`src/rtl/ssd_scan_ctrl.sv`:
```
// Four-digit multiplexed seven-segment scan controller.
// Display updates are double-buffered and applied only at frame boundaries.
module ssd_scan_ctrl #(
    parameter int PRESCALE = 50000
) (
    input  logic        clk,
    input  logic        rst_n,
    input  logic [15:0] value,
    input  logic        load,
    input  logic        blank,
    input  logic        lz_blank,
    output logic [3:0]  an,
    output logic [3:0]  nib,
    output logic        load_ack,
    output logic        frame_done
);

    localparam int CW = (PRESCALE > 2) ? $clog2(PRESCALE) : 1;
    localparam logic [CW-1:0] CNT_MAX = CW'(PRESCALE - 1);

    logic [CW-1:0] cnt;
    logic [1:0]    dig;
    logic [15:0]   disp;
    logic [15:0]   shadow;
    logic          pending;
    logic          tick;
    logic          boundary;
    logic          lz;
    logic          off;
    logic [3:0]    sel;
    logic [3:0]    an_next;

    assign tick     = (cnt == CNT_MAX);
    assign boundary = tick && (dig == 2'd3);

    always_ff @(posedge clk or negedge rst_n) begin
        if (!rst_n) begin
            cnt <= '0;
            dig <= 2'd0;
        end else if (tick) begin
            cnt <= '0;
            dig <= dig + 2'd1;
        end else begin
            cnt <= cnt + CW'(1);
        end
    end

    // A load coinciding with the boundary bypasses the shadow entirely.
    always_ff @(posedge clk or negedge rst_n) begin
        if (!rst_n) begin
            disp     <= '0;
            shadow   <= '0;
            pending  <= 1'b0;
            load_ack <= 1'b0;
        end else begin
            load_ack <= boundary && (load || pending);
            if (load)
                shadow <= value;
            if (boundary) begin
                pending <= 1'b0;
                if (load)
                    disp <= value;
                else if (pending)
                    disp <= shadow;
            end else if (load) begin
                pending <= 1'b1;
            end
        end
    end

    always_ff @(posedge clk or negedge rst_n) begin
        if (!rst_n)
            frame_done <= 1'b0;
        else
            frame_done <= boundary;
    end

    always_comb begin
        lz  = 1'b0;
        sel = disp[3:0];
        unique case (dig)
            2'd0: sel = disp[3:0];
            2'd1: begin
                sel = disp[7:4];
                lz  = (disp[15:4] == 12'h000);
            end
            2'd2: begin
                sel = disp[11:8];
                lz  = (disp[15:8] == 8'h00);
            end
            2'd3: begin
                sel = disp[15:12];
                lz  = (disp[15:12] == 4'h0);
            end
        endcase
        off     = blank || (lz_blank && lz);
        an_next = off ? 4'b1111 : ~(4'b0001 << dig);
    end

    always_ff @(posedge clk or negedge rst_n) begin
        if (!rst_n) begin
            an  <= 4'b1111;
            nib <= 4'h0;
        end else begin
            an  <= an_next;
            nib <= sel;
        end
    end

endmodule
```
`config.mk`:
```
export PLATFORM = sky130hd
export DESIGN_NAME = ssd_scan_ctrl
export DESIGN_NICKNAME = d
export VERILOG_FILES = /design/src/rtl/ssd_scan_ctrl.sv
export SDC_FILE = /design/constraint.sdc
export NUM_CORES = 1
export LEC_CHECK = 0
export ABC_AREA = 1
export BUFFER_PORTS_ARGS = -buffer_cell sky130_fd_sc_hd__buf_2
export CAP_MARGIN = 40
export CELL_PAD_IN_SITES_DETAIL_PLACEMENT = 0
export CELL_PAD_IN_SITES_GLOBAL_PLACEMENT = 2
export CORE_MARGIN = 1
export CORE_UTILIZATION = 38
export DETAILED_ROUTE_END_ITERATION = 10
export PLACE_DENSITY = 0.94
export SKIP_LAST_GASP = 1
export SLEW_MARGIN = 5
export SYNTH_ARGS = -nofsm -noshare
export SYNTH_HDL_FRONTEND = slang
export SYNTH_SLANG_ARGS = --single-unit
```
`constraint.sdc`:
```
create_clock -name clk -period 3.1 [get_ports clk]
set_clock_uncertainty 0.1 [all_clocks]
set_input_delay 0.155 -clock clk [delete_from_list [all_inputs] [get_ports clk]]
set_output_delay 0.155 -clock clk [all_outputs]
set_load 0.02 [all_outputs]
```
Word-level counts from Yosys, hierarchy flattened
Cells that the tools add are included.
Operators by class
  add/subtract/negate cells: 2
  multipliers: 0
  div/mod/pow operators: 0
  $lt $le $gt $ge: 0
  equality and inequality tests: 4
  shifts and indexed selects: 1
  multiplexer cells: 8
  bitwise logic cells: 1
  reductions and logical operators: 12
Operators by type and width (count)
  $mux W16: 3
  $add A16 B1 Y16 const B: 1
  $eq A16 B16 Y1 const B: 1
  $pmux W4 S4: 1
  $logic_not A12 Y1: 1
  $logic_not A8 Y1: 1
  $eq A2 B2 Y1 const B: 2
  $logic_not A4 Y1: 1
  $mux W4: 1
  $not A4 Y4: 1
  $reduce_bool A2 Y1: 2
  $shl A1 B2 Y4 const A: 1
  $logic_and A1 B1 Y1: 3
  $pmux W1 S3: 1
  $add A2 B1 Y2 const B: 1
  $eq A2 B1 Y1 const B: 1
  $logic_not A2 Y1: 1
  $logic_or A1 B1 Y1: 2
  $mux W1: 2
  $reduce_and A2 Y1: 1
Storage, ports and cells
  bits in registers: 61
  bits in latches: 0
  bits in writable memories: 0
  ROM bits: 0
  input port bits: 21
  output and inout port bits: 10
  memories kept: 0

Depth between registers and ports, before layout
  depth after elaboration: 5
  depth in mapped cells: 10

Worst setup path before layout
OpenSTA, ideal clock, no wires.
  kind: reg2reg
  from: register cnt[0]
  to: register disp[14]
  arrival time: 1.230 ns
  path slack: 1.652 ns
  stages on the path, launching flop included: 8
  path buffers: 1
  period minus slack after synthesis: 1.448 ns
  cells stage by stage: dfrtp_1 > ha_1 > nand3_2 > nor2_4 > nand4_4 > buf_6 > nand2_1 > nand2_1
Between the ends
  cells in the longest elaborated chain, start to end: 3
Ends and longest elaborated chain
  start: declaration: RTL line 21  | logic [CW-1:0] cnt;
  start signal: assignment: RTL line 44  | cnt <= cnt + CW'(1);
  $eq A16 B16 Y1: RTL line 33  | assign tick = (cnt == CNT_MAX);
  $logic_and A1 B1 Y1: RTL line 34  | assign boundary = tick && (dig == 2'd3);
  $reduce_and A2 Y1 (no source line)
  end signal: assignment: RTL line 62  | disp <= value;
  end signal: assignment: RTL line 64  | disp <= shadow;
  end: declaration: RTL line 23  | logic [15:0] disp;
Every way passes these cells.
A chain may end at the register's enable or synchronous reset.

Worst setup path in the final report
  from: register cnt[0]
  to: register disp[6]
The elaborated chain is that of the path after synthesis.

==> flow_summary.yaml <==
clock_network:
  cts_tree: "built"
  cts.sinks: 61
  cts.htree.levels: 3
  cts.clk_slew.worst_paths_ns: 0.07
  clock_path_buffers: 2
  root_buffer: "clkbuf_8"
  post_cts_resized: 0
  insertion_delay_ns: 0.33
  post_cts.repair.setup_buffers: 0
  cts_hold_buf: 18
  numCtsBuffers: 9
critical_path:
  cp.required_ns: 3.26
  cp.arrival_ns: 1.97
  critical_path_class: "reg2reg"
  end_kind: "flop"
  path_max_fanout: 21
  r2r_setup_slack_ns: 1.30
  start_kind: "flop"
power:
  p_switching_w: 0.000347
  ir_drop_mv: 0.232
  power.leakage_nw: 1.86
  p_comb_share_pct: 4.7
  clockPowerShare_pct: 46.8
  switching_share_pct: 20.5
  internal-power_w: 0.00134
  power_frac_seq_pct: 48.5
  power.density_nw_per_um2: 483
  total_power_w: 0.00169
grt:
  grt_use_total_pct: 18.4
  grt_pass1_vias: 2407
  grt.overflow.total: 0
  grt_first_pass_wirelength_mm: 10.8
  antenna_found_initial: 0
  grt_max_degree: 43
sta:
  slew_headroom_pct: 64.3
  fin_tns_setup_ns: 0
  max_freq_mhz: 554
  drv_slew: 0
  tightest_slew_ns: 0.534
  post-route-period-util_pct: 58.2
  rsz0062_at_grt: "no"
  setup-violations-final: 0
  period_needed_ns: 1.80
  final-hold-violation-count: 0
synth:
  syn_avg_cell_area_um2: 8.39
  postSynth.asyncResetShare_pct: 100
  yosys.area_share.adder_pct: 2.60
  synth_simple_gate_area_share_pct: 31.6
  yosysTopAreaCell: "dfrtp_1"
  yosys_most_used_dff: "dfrtp_1"
  syn_nets: 371
  synth-xor-area-share_pct: 2.12
  synth_top_area_share_pct: 49.4
  synth_warnings: 0
  synth_commonest_cells: "nand2_1 (125), dfrtp_1 (57), nor2_1 (36)"
  yosysMostFrequentCell: "nand2_1"
  ys_ff_latch: 61
  synthTopCellsByArea: "dfrtp_1 (49%), nand2_1 (16%), nor2_1 (4.7%), inv_1 (4.6%), dfstp_2 (3.6%)"
  synth.area.mux_share_pct: 0
  synthDistinctLibCells: 26
  synth_top_family_by_area: "simple AND/OR/NAND/NOR gates"
  yosysSeqAreaShare_pct: 53.1
  synth_enable_flop_cells: 0
  synth-compound-area-share_pct: 2.90
  netlist_area_um2: 2890
  syn_inst: 344
flow_run:
  maxCapViolations: 0
floorplan:
  rows: 31
  initial_core_util_pct: 39.6
  ios: 31
  die_h_um: 89.2
  coreArea_um2: 7290
  die_area_um2: 7950
  die_w_um: 89.2
cells_and_area:
  diodes: 0
  fillers: 751
  postLayoutCoreUtil_pct: 48.0
  syn2layout_area_growth_pct: 21.3
  final_nets: 423
  drive_above_1_share_pct: 15.7
drt:
  dr.pass1.iters: 4
  vias: 2279
  finalWirelength_mm: 6.20
  avgRoutedWirePerCell_um: 12.4
  avgViaCountPerCell: 4.56
  drc: 0
  postRouteAntennaNets: 0
  drtIter0Drc: 64
placement:
  dp_hpwl_mm: 4.24
  gp_congestion: 0.779
  portBuffers: 30
hold_path:
  hold_path_class: "in2reg"
status:
  status: "finished, final reports clean"
==> logic make-up (layout without fill, tap and decap cells) <==
group           Yosys count  in the layout
simple gates            208            208
flops                    61             61
buf+inv                  47            104
compound gates           15             15
xor+xnor                  7              7
fa+ha+maj                 6              6
==> metrics by stage <==
| stage | setup WS [ns] | cells | area (um^2) | hold slack, ns |
|---|---|---|---|---|
| finish | 1.30 | 500 | 3500 | 0.154 |
| global route | 1.13 | 500 | 3500 | 0.177 |
| CTS | 1.28 | 500 | 3500 | 0.140 |
| detailed placement | 1.30 | 466 | 3100 | 0.0333 |
| global placement | 1.37 | 466 | 3100 | 0.0366 |
| floorplan | 1.65 | 344 | 2890 | -0.241 |
==> final cells by class <==
class / count / area, um^2 / share of cell area [%]
Multi-Input combinational cell: 236 / 1130 / 32.3
Sequential cell: 61 / 1530 / 43.7
Inverter: 38 / 145 / 4.14
Timing Repair Buffer: 50 / 345 / 9.86
Tap cell: 99 / 124 / 3.54
Clock buffer: 12 / 155 / 4.43
Clock inverter: 4 / 70.1 / 2.00
==> layout by cell type, fill, tap and decap left out <==
master / netlist / layout
a21boi_0: 1 / 1
a21oi_1: 5 / 5
a31oi_1: 3 / 3
buf_2: 3 / 30
buf_4: 1 / 2
bufinv_16: 0 / 2
clkbuf_1: 0 / 1
clkbuf_8: 0 / 11
clkinv_2: 2 / 4
dfrtp_1: 57 / 57
dfstp_2: 4 / 4
dlygate4sd3_1: 0 / 18
ha_1: 6 / 6
inv_1: 35 / 35
inv_2: 1 / 1
nand2_1: 125 / 125
nand2_2: 2 / 2
nand3_1: 17 / 17
nand3_2: 2 / 2
nand3b_1: 1 / 1
nand4_1: 16 / 16
nand4_4: 1 / 1
nor2_1: 36 / 36
nor2_2: 1 / 1
nor2_4: 3 / 3
nor3_1: 4 / 4
o21ai_0: 5 / 5
o21bai_1: 1 / 1
xor2_1: 7 / 7
==> per-layer routing <==
layer	vias up	GRT usage [%]	part of all wire, %
met5	-	0	0
met4	0	6.64	1.1
met3	8	4.99	2.5
met2	31	32.5	48
met1	1060	21.5	48
li1	1180	-	-
==> final timing paths <==
check / from / endpoint / depth (start not counted)
setup / recovery: cnt[0] / disp[6] / 7
hold / removal: load / shadow[11] / 3
setup reg to reg: cnt[0] / disp[6] / 7
hold reg to reg: cnt[0] / cnt[0] / 1
max in group asynchronous: rst_n / disp[3] / 3
min in group asynchronous: rst_n / cnt[10] / 2
==> state kept, by name, indices dropped and copies added, names as in the netlist <==
| register | cells |
|---|---|
| an | 4 |
| cnt | 16 |
| dig | 2 |
| disp | 16 |
| frame_done | 1 |
| load_ack | 1 |
| nib | 4 |
| pending | 1 |
| shadow | 16 |
==> power by group through the flow <==
stage,registers (W),logic [W],clock network [W]
CTS,0.000820,0.0000814,0.000815
floorplan,0.000835,0.0000269,0
global placement,0.000835,0.0000636,0
finish,0.000821,0.0000794,0.000791
global route,0.000822,0.0000921,0.000855
detailed placement,0.000835,0.0000642,0
==> critical path, cell delays in order, from the launching register on <==
cell	delay (ns)
dfrtp_1	0.37
ha_1	0.24
nand3_2	0.15
clkinv_2	0.11
nand2_2	0.07
nor2_4	0.45
nand4_1	0.15
nand2_1	0.10
(Power assumes the default switching activity.)
